`src/rtl/cpu_pkg.sv`:
```
// cpu_pkg: definitions shared by the execute-stage divider.
//   WIDTH         operand and result width
//   DIV_LATENCY   clock edges from an accepted start to the edge that raises done
//   CNT_W/count_t iteration counter width and type
//   DIV_ZERO_QUOT quotient returned for a zero divisor
//   div_state_t   divider FSM states
//   magnitude()   absolute value of an operand under signed/unsigned rules
package cpu_pkg;

    localparam int WIDTH       = 32;
    localparam int DIV_LATENCY = WIDTH + 1;
    localparam int CNT_W       = $clog2(WIDTH);

    localparam logic [WIDTH-1:0] DIV_ZERO_QUOT = '1;

    typedef logic [CNT_W-1:0] count_t;

    typedef enum logic [1:0] {
        IDLE,
        CALC,
        FIXUP,
        DONE
    } div_state_t;

    // The most negative value maps onto itself. Read as unsigned, that is
    // exactly its magnitude, so MIN / -1 needs no special handling.
    function automatic logic [WIDTH-1:0] magnitude(input logic [WIDTH-1:0] value,
                                                   input logic             is_signed);
        return (is_signed && value[WIDTH-1]) ? -value : value;
    endfunction

endpackage

```
`src/rtl/div_step.sv`:
```
// div_step: one combinational restoring-division iteration.
//   rem       partial remainder; always smaller than divisor
//   quot      quotient/dividend shift register; its MSB is the next dividend bit
//   divisor   divisor magnitude
//   next_rem  partial remainder after this iteration
//   next_quot shift register after this iteration; the new quotient bit is in the LSB
module div_step
    import cpu_pkg::*;
(
    input  logic [WIDTH-1:0] rem,
    input  logic [WIDTH-1:0] quot,
    input  logic [WIDTH-1:0] divisor,
    output logic [WIDTH-1:0] next_rem,
    output logic [WIDTH-1:0] next_quot
);

    logic [WIDTH:0] shifted;
    logic [WIDTH:0] trial;

    // The shifted remainder needs WIDTH+1 bits. Because it is always below
    // 2*divisor, the top bit of the difference is the borrow. When there is
    // no borrow, the difference fits back into WIDTH bits.
    always_comb begin
        shifted = {rem, quot[WIDTH-1]};
        trial   = shifted - {1'b0, divisor};
        if (trial[WIDTH]) begin
            next_rem  = shifted[WIDTH-1:0];
            next_quot = {quot[WIDTH-2:0], 1'b0};
        end else begin
            next_rem  = trial[WIDTH-1:0];
            next_quot = {quot[WIDTH-2:0], 1'b1};
        end
    end

endmodule

```
`src/rtl/div_unit.sv`:
```
// div_unit: iterative restoring divider that sits beside the execute-stage ALU.
//   iClk      clock
//   iNRst     synchronous active-low reset
//   iStart    request; accepted only while idle
//   iSigned   1 = two's-complement operands, 0 = unsigned
//   iRegA     dividend
//   iRegB     divisor
//   oBusy     high in every state except IDLE
//   oDone     one-cycle pulse; results are valid
//   oQuot     quotient
//   oRem      remainder; its sign follows the dividend
//   oDivZero  the divisor was zero
//   oNEG      oQuot[WIDTH-1]
//   oZERO     oQuot == 0
module div_unit
    import cpu_pkg::*;
(
    input  logic             iClk,
    input  logic             iNRst,
    input  logic             iStart,
    input  logic             iSigned,
    input  logic [WIDTH-1:0] iRegA,
    input  logic [WIDTH-1:0] iRegB,
    output logic             oBusy,
    output logic             oDone,
    output logic [WIDTH-1:0] oQuot,
    output logic [WIDTH-1:0] oRem,
    output logic             oDivZero,
    output logic             oNEG,
    output logic             oZERO
);

    div_state_t state;
    div_state_t next_state;

    logic [WIDTH-1:0] rem;
    logic [WIDTH-1:0] quot;
    logic [WIDTH-1:0] divisor;
    count_t           count;
    logic             is_signed;
    logic             sign_a;
    logic             sign_b;

    logic [WIDTH-1:0] step_rem;
    logic [WIDTH-1:0] step_quot;
    logic [WIDTH-1:0] final_quot;
    logic [WIDTH-1:0] final_rem;

    div_step u_step (
        .rem       (rem),
        .quot      (quot),
        .divisor   (divisor),
        .next_rem  (step_rem),
        .next_quot (step_quot)
    );

    always_ff @(posedge iClk) begin
        if (!iNRst) begin
            state <= IDLE;
        end else begin
            state <= next_state;
        end
    end

    always_comb begin
        next_state = state;
        case (state)
            IDLE: begin
                if (iStart) begin
                    next_state = (iRegB == '0) ? DONE : CALC;
                end
            end
            CALC: begin
                if (count == count_t'(WIDTH - 1)) begin
                    next_state = FIXUP;
                end
            end
            FIXUP:   next_state = DONE;
            DONE:    next_state = IDLE;
            default: next_state = IDLE;
        endcase
    end

    // The quotient is negative when the operand signs differ. The remainder
    // takes the sign of the dividend, which gives truncating division.
    always_comb begin
        final_quot = (is_signed && (sign_a ^ sign_b)) ? -quot : quot;
        final_rem  = (is_signed && sign_a) ? -rem : rem;
    end

    always_ff @(posedge iClk) begin
        if (!iNRst) begin
            rem       <= '0;
            quot      <= '0;
            divisor   <= '0;
            count     <= '0;
            is_signed <= 1'b0;
            sign_a    <= 1'b0;
            sign_b    <= 1'b0;
            oQuot     <= '0;
            oRem      <= '0;
            oDivZero  <= 1'b0;
            oNEG      <= 1'b0;
            oZERO     <= 1'b1;
        end else begin
            case (state)
                IDLE: begin
                    if (iStart) begin
                        is_signed <= iSigned;
                        sign_a    <= iRegA[WIDTH-1];
                        sign_b    <= iRegB[WIDTH-1];
                        quot      <= magnitude(iRegA, iSigned);
                        divisor   <= magnitude(iRegB, iSigned);
                        rem       <= '0;
                        count     <= '0;
                        // A zero divisor finishes right away with the raw
                        // dividend as the remainder, whatever the signedness.
                        if (iRegB == '0) begin
                            oQuot    <= DIV_ZERO_QUOT;
                            oRem     <= iRegA;
                            oDivZero <= 1'b1;
                            oNEG     <= DIV_ZERO_QUOT[WIDTH-1];
                            oZERO    <= (DIV_ZERO_QUOT == '0);
                        end else begin
                            oDivZero <= 1'b0;
                        end
                    end
                end
                CALC: begin
                    rem   <= step_rem;
                    quot  <= step_quot;
                    count <= count + 1'b1;
                end
                FIXUP: begin
                    oQuot <= final_quot;
                    oRem  <= final_rem;
                    oNEG  <= final_quot[WIDTH-1];
                    oZERO <= (final_quot == '0);
                end
                default: begin
                end
            endcase
        end
    end

    assign oBusy = (state != IDLE);
    assign oDone = (state == DONE);

endmodule

```
`config.mk`:
```
export PLATFORM = sky130hd
export DESIGN_NAME = div_unit
export DESIGN_NICKNAME = d
export VERILOG_FILES = /design/src/rtl/cpu_pkg.sv /design/src/rtl/div_step.sv /design/src/rtl/div_unit.sv
export SDC_FILE = /design/constraint.sdc
export NUM_CORES = 1
export LEC_CHECK = 0
export ABC_AREA = 0
export CORE_MARGIN = 2
export CORE_UTILIZATION = 60
export DETAILED_ROUTE_END_ITERATION = 12
export DONT_BUFFER_PORTS = 1
export PLACE_DENSITY = 0.85
export SYNTH_ARGS = -nofsm -noshare
export SYNTH_HDL_FRONTEND = slang
export SYNTH_SLANG_ARGS = --single-unit
```
`constraint.sdc`:
```
create_clock -name iClk -period 4 [get_ports iClk]
set_input_delay 0.8 -clock iClk [delete_from_list [all_inputs] [get_ports iClk]]
set_output_delay 0.8 -clock iClk [all_outputs]
set_load 0.01 [all_outputs]
```
==> reports/qor.txt, run 1 <==
STA
---------------------------------------------------------------------------------
Clk_skew ...........................................................     8.990 ps
Fmax achieved ......................................................    282.4 MHz
Least-Margin Pin Slew ..............................................     948.6 ps
Worst path setup slack after routing ...............................     458.7 ps
Number of pins with negative max-slew slack in the final report ....            0
Post-route fraction of the period consumed by the critical path ....       88.53%
Final number of hold-violating endpoints ...........................            0
Setup-failing EPs final ............................................            0
Post-layout min period .............................................      3541 ps
Total Negative Setup Slacks ........................................         0 ps
Normalized max-slew margin .........................................       36.17%
RSZ-0062 raised after global routing ...............................        false

GLOBAL ROUTE
---------------------------------------------------------------------------------
Antenna violations before repair ...................................            0
Number of global-route vias before repair ..........................       10.62k
Wire length of the first global-routing pass .......................     50.68 mm
Largest net degree at the start of global routing ..................          149
GR Overflow Total ..................................................            0
Combined global-route utilization of all metal layers ..............       30.08%

SYNTH
---------------------------------------------------------------------------------
Synthesized area ...................................................  11780 sq um
Synthesized instance count .........................................         1554
Synthesized area per cell ..........................................  7.581 sq um
Primary flip-flop cell chosen by synthesis mapping ................. sky130_fd_sc_hd__dfxtp_1
Post-Syn Nets ......................................................         1665
Ys async rst share .................................................           0%
Number of synthesized flops with an enable pin .....................            0
Distinct cell type count of the synthesized netlist ................           69
Yosys warning count ................................................            0
Post-synthesis sequential element count ............................          172
Seq/Total Area, Yosys ..............................................       29.23%

PLACE
---------------------------------------------------------------------------------
Place WS ...........................................................     444.1 ps
Global placement routability congestion ............................       0.9442
Post-placement cell count ..........................................         1730
Placed wire-length estimate ........................................     23.05 mm
Buffers added on ports .............................................            0

CLOCKING
---------------------------------------------------------------------------------
Source-to-sink clock delay at the later pin of the worst-skew pair .       440 ps
Clock Tree Root .................................................... sky130_fd_sc_hd__clkbuf_16
Number of instances resized during post-cts repair .................            0
Hold-fix buffer count after cts ....................................            0
CTS H-Tree Depth ...................................................            4
TritonCTS clock tree ...............................................        built
CTS max path bufs ..................................................            2
Total setup buffers inserted after CTS .............................            0
Clock net sink count ...............................................          172
Total CTS buffers ..................................................           17
Worst-path clk slew ................................................        60 ps

WORST HOLD PATH
---------------------------------------------------------------------------------
Kind of path behind the tightest hold check ........................   reg -> reg

DIE
---------------------------------------------------------------------------------
Die Area ...........................................................  20770 sq um
Core Rows ..........................................................           51
I/O pin cnt ........................................................          137
Core area ..........................................................  19330 sq um
Die Span Y ......................................................... 144.1 microns
Effective utilization at floorplan .................................       60.93%
Die Span X ......................................................... 144.1 microns

CELLS AND AREA
---------------------------------------------------------------------------------
Layout cells sized above 1 .........................................       5.017%
Fin cells ..........................................................         1760
Post-route core utilization ........................................       64.80%
Ant. Diodes ........................................................            0
Layout-stage area growth over the synthesis result .................       6.341%
Nets@finish ........................................................         1595

SETUP PATH
---------------------------------------------------------------------------------
Category of the most critical setup path ...........................   reg -> reg
Capturing element type of the critical path ........................    flip-flop
Required time of the critical path .................................      4300 ps
CP startpoint kind .................................................    flip-flop
Arrival time of data at the critical path endpoint .................      3840 ps
Crit-path max FO ...................................................           31
Setup slack on the worst flop-to-flop path .........................       460 ps

POWER AND IR DROP
---------------------------------------------------------------------------------
Power consumption ..................................................     6.968 mW
Total leakage power ................................................     5.008 nW
Pwr/cell area ...................................................... 556.2 nW/um^2
Maximum resistive drop on vdd ......................................    0.3157 mV

ROUTE
---------------------------------------------------------------------------------
Number of DRC markers after the initial detailed-route iteration ...          958
Total number of vias ...............................................       11.16k
Post-detailed-route count of antenna-violating nets ................            0
Total Wirelength ...................................................     31.39 mm
Average wire per standard cell ..................................... 17.84 microns
Residual DRC .......................................................            0
Post-DR vias/cell ..................................................        6.341
Drt pass-1 iters ...................................................            6

RUN
---------------------------------------------------------------------------------
Max-cap violations .................................................            0

STATUS
---------------------------------------------------------------------------------
Outcome ............................................................ finished clean

==> worst max-delay path, stage by stage, from the launching register on <==
cell                       delay, ps
sky130_fd_sc_hd__dfxtp_1         400
sky130_fd_sc_hd__inv_1           110
sky130_fd_sc_hd__ha_1            250
sky130_fd_sc_hd__fa_1            390
sky130_fd_sc_hd__nand2b_1        200
sky130_fd_sc_hd__a21oi_1         210
sky130_fd_sc_hd__o21ai_0         180
sky130_fd_sc_hd__a21boi_0        320
sky130_fd_sc_hd__a21o_1          170
sky130_fd_sc_hd__o31ai_1         100
sky130_fd_sc_hd__xnor2_2         450
sky130_fd_sc_hd__buf_12          290
sky130_fd_sc_hd__nand4_1         130
sky130_fd_sc_hd__o311ai_0        180
==> final timing paths <==
kind,depth (start not counted),end,from
worst max-delay path,13,rem[2],quot[31]
worst min-delay path,2,divisor[31],divisor[31]
worst max register to register,13,rem[2],quot[31]
worst min register to register,2,divisor[31],divisor[31]
==> placed cells by master (no fill, tap or decap), types with 8 or more instances in the layout <==
cell and n:
sky130_fd_sc_hd__nand2_1 254, sky130_fd_sc_hd__dfxtp_1 172, sky130_fd_sc_hd__o21ai_0 127, sky130_fd_sc_hd__a21oi_1 83, sky130_fd_sc_hd__xnor2_1 76, sky130_fd_sc_hd__nor2_1 71, sky130_fd_sc_hd__inv_1 63, sky130_fd_sc_hd__xor2_1 61
sky130_fd_sc_hd__o211a_1 49, sky130_fd_sc_hd__a21boi_0 48, sky130_fd_sc_hd__nand3_1 45, sky130_fd_sc_hd__ha_1 40, sky130_fd_sc_hd__nor3_1 30, sky130_fd_sc_hd__o211ai_1 28, sky130_fd_sc_hd__o31ai_1 26, sky130_fd_sc_hd__mux2i_1 26
sky130_fd_sc_hd__a31oi_1 20, sky130_fd_sc_hd__buf_4 18, sky130_fd_sc_hd__nand4_1 17, sky130_fd_sc_hd__nor2b_1 17, sky130_fd_sc_hd__or3_1 17, sky130_fd_sc_hd__clkbuf_16 17, sky130_fd_sc_hd__a21o_1 15, sky130_fd_sc_hd__and2_1 14
sky130_fd_sc_hd__nor4_1 14, sky130_fd_sc_hd__nand2b_1 12, sky130_fd_sc_hd__and3_1 9, sky130_fd_sc_hd__or4_1 9, sky130_fd_sc_hd__a211oi_1 8
==> sequential cells by signal, indices dropped and copies added, names as in the netlist, 2 cells and up <==
register,cells
divisor,32
state,2
oRem,32
rem,32
oQuot,32
quot,32
count,5
==> cells in the mapped netlist, types with 4 or more instances <==
cell type | number | area [sq um]
sky130_fd_sc_hd__clkbuf_1 | 91 | 341.6
sky130_fd_sc_hd__a21oi_1 | 84 | 420.4
sky130_fd_sc_hd__a21o_1 | 15 | 112.6
sky130_fd_sc_hd__and2_1 | 15 | 93.84
sky130_fd_sc_hd__or3_1 | 17 | 106.4
sky130_fd_sc_hd__nand2b_1 | 12 | 75.07
sky130_fd_sc_hd__or4_1 | 9 | 67.56
sky130_fd_sc_hd__o2111ai_1 | 5 | 43.79
sky130_fd_sc_hd__nor3_1 | 30 | 150.1
sky130_fd_sc_hd__inv_1 | 63 | 236.5
sky130_fd_sc_hd__o211a_1 | 49 | 490.5
sky130_fd_sc_hd__o41ai_1 | 7 | 61.31
sky130_fd_sc_hd__o311ai_0 | 4 | 35.03
sky130_fd_sc_hd__o21a_1 | 4 | 30.03
sky130_fd_sc_hd__o21ai_0 | 127 | 635.6
sky130_fd_sc_hd__o31ai_1 | 26 | 195.2
sky130_fd_sc_hd__o21bai_1 | 5 | 37.54
sky130_fd_sc_hd__a211oi_1 | 8 | 60.06
sky130_fd_sc_hd__buf_1 | 9 | 33.78
sky130_fd_sc_hd__xnor2_1 | 77 | 674.4
sky130_fd_sc_hd__or3b_2 | 4 | 35.03
sky130_fd_sc_hd__a31oi_1 | 21 | 131.4
sky130_fd_sc_hd__o211ai_1 | 28 | 210.2
sky130_fd_sc_hd__a2bb2oi_1 | 4 | 35.03
sky130_fd_sc_hd__nand4_1 | 17 | 106.4
sky130_fd_sc_hd__nor2b_1 | 17 | 106.4
sky130_fd_sc_hd__a21boi_0 | 48 | 360.4
sky130_fd_sc_hd__nor3b_1 | 4 | 30.03
sky130_fd_sc_hd__xor2_1 | 61 | 534.3
sky130_fd_sc_hd__mux2i_1 | 26 | 260.3
sky130_fd_sc_hd__and3_1 | 9 | 56.30
sky130_fd_sc_hd__nor2_1 | 71 | 266.5
sky130_fd_sc_hd__or2_2 | 4 | 25.02
sky130_fd_sc_hd__ha_1 | 42 | 525.5
sky130_fd_sc_hd__nand2_1 | 254 | 953.4
sky130_fd_sc_hd__buf_2 | 9 | 45.04
sky130_fd_sc_hd__nor4_1 | 14 | 87.58
sky130_fd_sc_hd__dfxtp_1 | 172 | 3443
sky130_fd_sc_hd__nand3_1 | 45 | 225.2
==> per-layer routing <==
layer	share of wire, %	track usage, %
met2	47	51.18
met4	4.3	15.33
met5	0	0
met3	6.8	6.060
met1	42	36.01
==> per-stage QoR <==
step / area, sq um / hold WS [ps]
final: 12530 / 468.4
after global placement: 11910 / 452.3
after floorplan: 11780 / 441.0
after global routing: 12530 / 497.4
after CTS: 12530 / 476.7
after detailed placement: 11910 / 469.3
==> cells by family (layout without fill, tap and decap cells) <==
logic type                 after synthesis  in the layout  share of synthesized area [%]
and+or+nand+nor                        533            533                          21.14
muxes                                   27             27                          2.305
adders and majority gates               43             43                          4.630
DFF                                    172            172                          29.23
buffers and inverters                  173            114                          5.639
xor gates and xnor gates               138            138                          10.26
AOI/OAI and AO/OA                      468            468                          26.80
==> final cells by class <==
cell class	instances	area [sq um]
Sequential cell	172	3443
Inverter	63	236.5
Tap cell	265	331.6
Clock inverter	7	137.6
Fill cell	1626	6807
Multi-Input combinational cell	1209	7706
Clock buffer	23	478.0
Timing Repair Buffer	21	195.2
==> power breakdown <==
part           internal [mW]  leakage [nW]  switching, mW  total (mW)
Combinational           1.02          3.31           1.73        2.75
Clock                   1.09         0.299          0.684        1.77
Sequential              2.04          1.40          0.408        2.45
(Power assumes the default switching activity.)
==> run 2, diff against run 1 <==
--- a/config.mk
+++ b/config.mk
@@ -5,9 +5,10 @@
 export SDC_FILE = /design/constraint.sdc
 export NUM_CORES = 1
 export LEC_CHECK = 0
-export ABC_AREA = 0
+export ABC_AREA = 1
 export CORE_MARGIN = 2
 export CORE_UTILIZATION = 60
+export CTS_CLUSTER_DIAMETER = 200
 export DETAILED_ROUTE_END_ITERATION = 12
 export DONT_BUFFER_PORTS = 1
 export PLACE_DENSITY = 0.85
==> reports/qor.txt, run 2 <==
STA
---------------------------------------------------------------------------------
Least-Margin Pin Slew ..............................................     956.3 ps   +7.624 ps
Worst path setup slack after routing ...............................      1145 ps   +685.9 ps
Post-layout min period .............................................      2855 ps   -685.9 ps
Post-route fraction of the period consumed by the critical path ....       71.38%   -17 points
Setup-failing EPs final ............................................            0   unchanged
Fmax achieved ......................................................    350.2 MHz   +24%
Number of pins with negative max-slew slack in the final report ....            0   unchanged
Normalized max-slew margin .........................................       36.18%   about the same
Final number of hold-violating endpoints ...........................            0   unchanged
Total Negative Setup Slacks ........................................         0 ps   unchanged
Clk_skew ...........................................................     14.01 ps   +5.020 ps
RSZ-0062 raised after global routing ...............................        false

SYNTH
---------------------------------------------------------------------------------
Yosys top cell area share ..........................................       25.68%   -3.5 points
Synthesized area ...................................................  13410 sq um   +14%
Distinct cell type count of the synthesized netlist ................           50   -28%
Synth area leaders ................................................. sky130_fd_sc_hd__dfxtp_1 26%, sky130_fd_sc_hd__nand2_1 18%, sky130_fd_sc_hd__inv_1 8.0%, sky130_fd_sc_hd__a21oi_1 7.6%, sky130_fd_sc_hd__nand3_1 7.3%
Synthesized area per cell ..........................................  5.930 sq um   -22%
Post-Syn Nets ......................................................         2372   +42%
Primary flip-flop cell chosen by synthesis mapping ................. sky130_fd_sc_hd__dfxtp_1
Post-synthesis sequential element count ............................          172   unchanged
Ys async rst share .................................................           0%   unchanged
Number of synthesized flops with an enable pin .....................            0   unchanged
Most repeated cell in the gate-level netlist after synthesis ....... sky130_fd_sc_hd__nand2_1
Synthesized instance count .........................................         2261   +45%
Seq/Total Area, Yosys ..............................................       25.68%   -3.5 points
Most used standard cells in the synthesized netlist ................ 646 x sky130_fd_sc_hd__nand2_1, 285 x sky130_fd_sc_hd__inv_1, 203 x sky130_fd_sc_hd__a21oi_1, 203 x sky130_fd_sc_hd__nor2_1, 195 x sky130_fd_sc_hd__nand3_1
Yosys warning count ................................................            0   unchanged
Cell type with the largest total area after synthesis .............. sky130_fd_sc_hd__dfxtp_1

DIE
---------------------------------------------------------------------------------
Die Area ...........................................................  23560 sq um   +13%
Die Span Y ......................................................... 153.5 microns   +6.5%
Effective utilization at floorplan .................................       61.25%   +0.32 points
I/O pin cnt ........................................................          137   unchanged
Die Span X ......................................................... 153.5 microns   +6.5%
Core area ..........................................................  21890 sq um   +13%
Core Rows ..........................................................           54   +5.9%

CELLS AND AREA
---------------------------------------------------------------------------------
Fin cells ..........................................................         2503   +42%
Storage element area ...............................................   3443 sq um   unchanged
Layout cells sized above 1 .........................................       5.353%   +0.34 points
Final Cell Area ....................................................  14070 sq um   +12%
Ant. Diodes ........................................................            0   unchanged
Nets@finish ........................................................         2321   +46%
Total area of multi-input combinational cells ......................   8462 sq um   +9.8%
Most common library cell in the layout ignoring fill and taps ...... sky130_fd_sc_hd__nand2_1
Layout-stage area growth over the synthesis result .................       4.918%
Commonest non-fill, non-tap cells in the layout .................... 646 x sky130_fd_sc_hd__nand2_1, 285 x sky130_fd_sc_hd__inv_1, 203 x sky130_fd_sc_hd__a21oi_1
Fillers ............................................................         2180   +34%
Post-route core utilization ........................................       64.26%   -0.54 points

SETUP PATH
---------------------------------------------------------------------------------
Crit-path max FO ...................................................           54   +74%
Critical Path Slowest Stage Cell ................................... sky130_fd_sc_hd__inv_2
Category of the most critical setup path ...........................   reg -> reg
Cell repeated most along the worst path ............................ sky130_fd_sc_hd__buf_4
Worst reg2reg path endpoint ........................................      rem[20]
Required time of the critical path .................................      4360 ps   +60 ps
Register-to-Register Path Depth ....................................           10   -3
Setup slack on the worst flop-to-flop path .........................      1140 ps   +690 ps
CP startpoint kind .................................................    flip-flop
Capturing element type of the critical path ........................    flip-flop
Worst flop-to-flop path startpoint .................................     state[0]
Crit path largest cell delay .......................................       660 ps   +210 ps
Arrival time of data at the critical path endpoint .................      3220 ps   -620 ps
List of cells traversed by the critical path ....................... inv_1, ha_1, nand2_1, buf_4, o21ai_1, buf_4, inv_2, buf_4, nand2_1, a21oi_1

CLOCKING
---------------------------------------------------------------------------------
CTS H-Tree Depth ...................................................            4   unchanged
CTS max path bufs ..................................................            2   unchanged
Total setup buffers inserted after CTS .............................            0   unchanged
TritonCTS clock tree ...............................................        built
Clock Tree Root .................................................... sky130_fd_sc_hd__clkbuf_16
Number of instances resized during post-cts repair .................            0   unchanged
Worst-path clk slew ................................................        80 ps   +20 ps
Hold-fix buffer count after cts ....................................            0   unchanged
Clock net sink count ...............................................          172   unchanged
Total CTS buffers ..................................................           17   unchanged
Source-to-sink clock delay at the later pin of the worst-skew pair .       430 ps   about the same

PLACE
---------------------------------------------------------------------------------
Buffers added on ports .............................................            0   unchanged
Place WS ...........................................................     886.5 ps   +442.4 ps
Post-placement cell count ..........................................         2471   +43%
Global placement routability congestion ............................        1.009   +6.9%
Placed wire-length estimate ........................................     35.23 mm   +53%
Placed inst area ...................................................  13480 sq um   +13%

POWER AND IR DROP
---------------------------------------------------------------------------------
Pwr/cell area ...................................................... 403.7 nW/um^2   -27%
Total leakage power ................................................     6.798 nW   +36%
Maximum resistive drop on vdd ......................................    0.2814 mV   -11%

GLOBAL ROUTE
---------------------------------------------------------------------------------
Number of global-route vias before repair ..........................       13.44k   +27%
GR Overflow Total ..................................................            0   unchanged
Combined global-route utilization of all metal layers ..............       37.38%   +7.3 points
Largest net degree at the start of global routing ..................           94   -37%
Wire length of the first global-routing pass .......................     70.89 mm   +40%
Antenna violations before repair ...................................            0   unchanged

WORST HOLD PATH
---------------------------------------------------------------------------------
WHS Endpoint .......................................................     count[4]
Cell depth of the worst min-delay path .............................            2   unchanged
Worst hold path startpoint .........................................     count[4]
Kind of path behind the tightest hold check ........................   reg -> reg

ROUTE
---------------------------------------------------------------------------------
Post-DR vias/cell ..................................................        5.918   -6.7%
Post-detailed-route count of antenna-violating nets ................            0   unchanged
Number of DRC markers after the initial detailed-route iteration ...         1736   +81%
Drt pass-1 iters ...................................................           10   +4
Total number of vias ...............................................       14.81k   +33%
Average wire per standard cell ..................................... 17.93 microns   +0.51%
Residual DRC .......................................................            2   +2
Total Wirelength ...................................................     44.87 mm   +43%

STATUS
---------------------------------------------------------------------------------
Failing checks .....................................................          DRC
Outcome ............................................................ complete, but fails checks

RUN
---------------------------------------------------------------------------------
Max-cap violations .................................................            0   unchanged

## run 2: changes by cell type after synthesis, sizes merged, moves of 26 or more
| cell | delta |
|---|---|
| mux2i | -26 |
| nand3 | +152 |
| nor2 | +141 |
| nand2 | +421 |
| inv | +235 |
| o211a | -49 |
| o21ai | +34 |
| a21oi | +126 |
| a21boi | -49 |
| clkbuf | -41 |
| xnor2 | -54 |
## run 2: worst max path at each step
stage                        start        end  slack, ps
after floorplan           quot[31]    rem[26]       1690
after global placement    iRegB[0]  oQuot[26]       1010
after detailed placement  iRegB[0]  oQuot[16]        890
after CTS                 state[0]  oQuot[16]       1190
after global routing      state[0]  oQuot[23]        850
final                     state[0]    rem[20]       1140
## run 2: layout make-up
type / count / area share [%]
clock buffers: 18 / 3.122
clock inverters: 14 / 1.085
inverters: 299 / 7.978
multi-input cells: 1707 / 60.15
flip-flops and latches: 172 / 24.48
well taps: 280 / 2.490
repair buffers: 13 / 0.6938
## run 2: cells by family after synthesis
kind of cell | after synthesis | share of synthesized area (%)
simple gates | 1163 | 37.19
xor+xnor | 59 | 3.854
fa+ha+maj | 43 | 4.069
buf+inv | 382 | 11.23
flops | 172 | 25.68
compound gates | 442 | 17.98
## run 2: critical path: cells and delay by family, from the launching register on
kind | cells | cell delay, ps
AO/OA/AOI/OAI | 2 | 280
adder cells (fa/ha/maj) | 1 | 270
buffers and inverters | 5 | 1630
flip-flops | 1 | 390
AND/OR/NAND/NOR | 2 | 180
## run 2: per-layer routing
layer / global-route usage (%) / up-vias / share of wire (%)
met5: 0 / - / 0
met2: 57.61 / 811 / 42
li1: - / 7230 / -
met3: 9.271 / 95 / 13
met1: 50.61 / 6678 / 41
met4: 13.98 / 0 / 3.9
## run 2: stage by stage
step | hold slack [ps] | power (mW)
5_1_grt | 498.1 | 5.997
3_5_place_dp | 465.4 | 3.983
6_report | 494.3 | 5.680
3_3_place_gp | 456.8 | 3.948
4_1_cts | 490.4 | 5.622
2_1_floorplan | 442.6 | 3.476
## run 2: report_power, final
group          switching, mW  internal, mW
sequential             0.145          1.85
clock                  0.818         0.851
combinational           1.42         0.603
total                   2.38          3.30
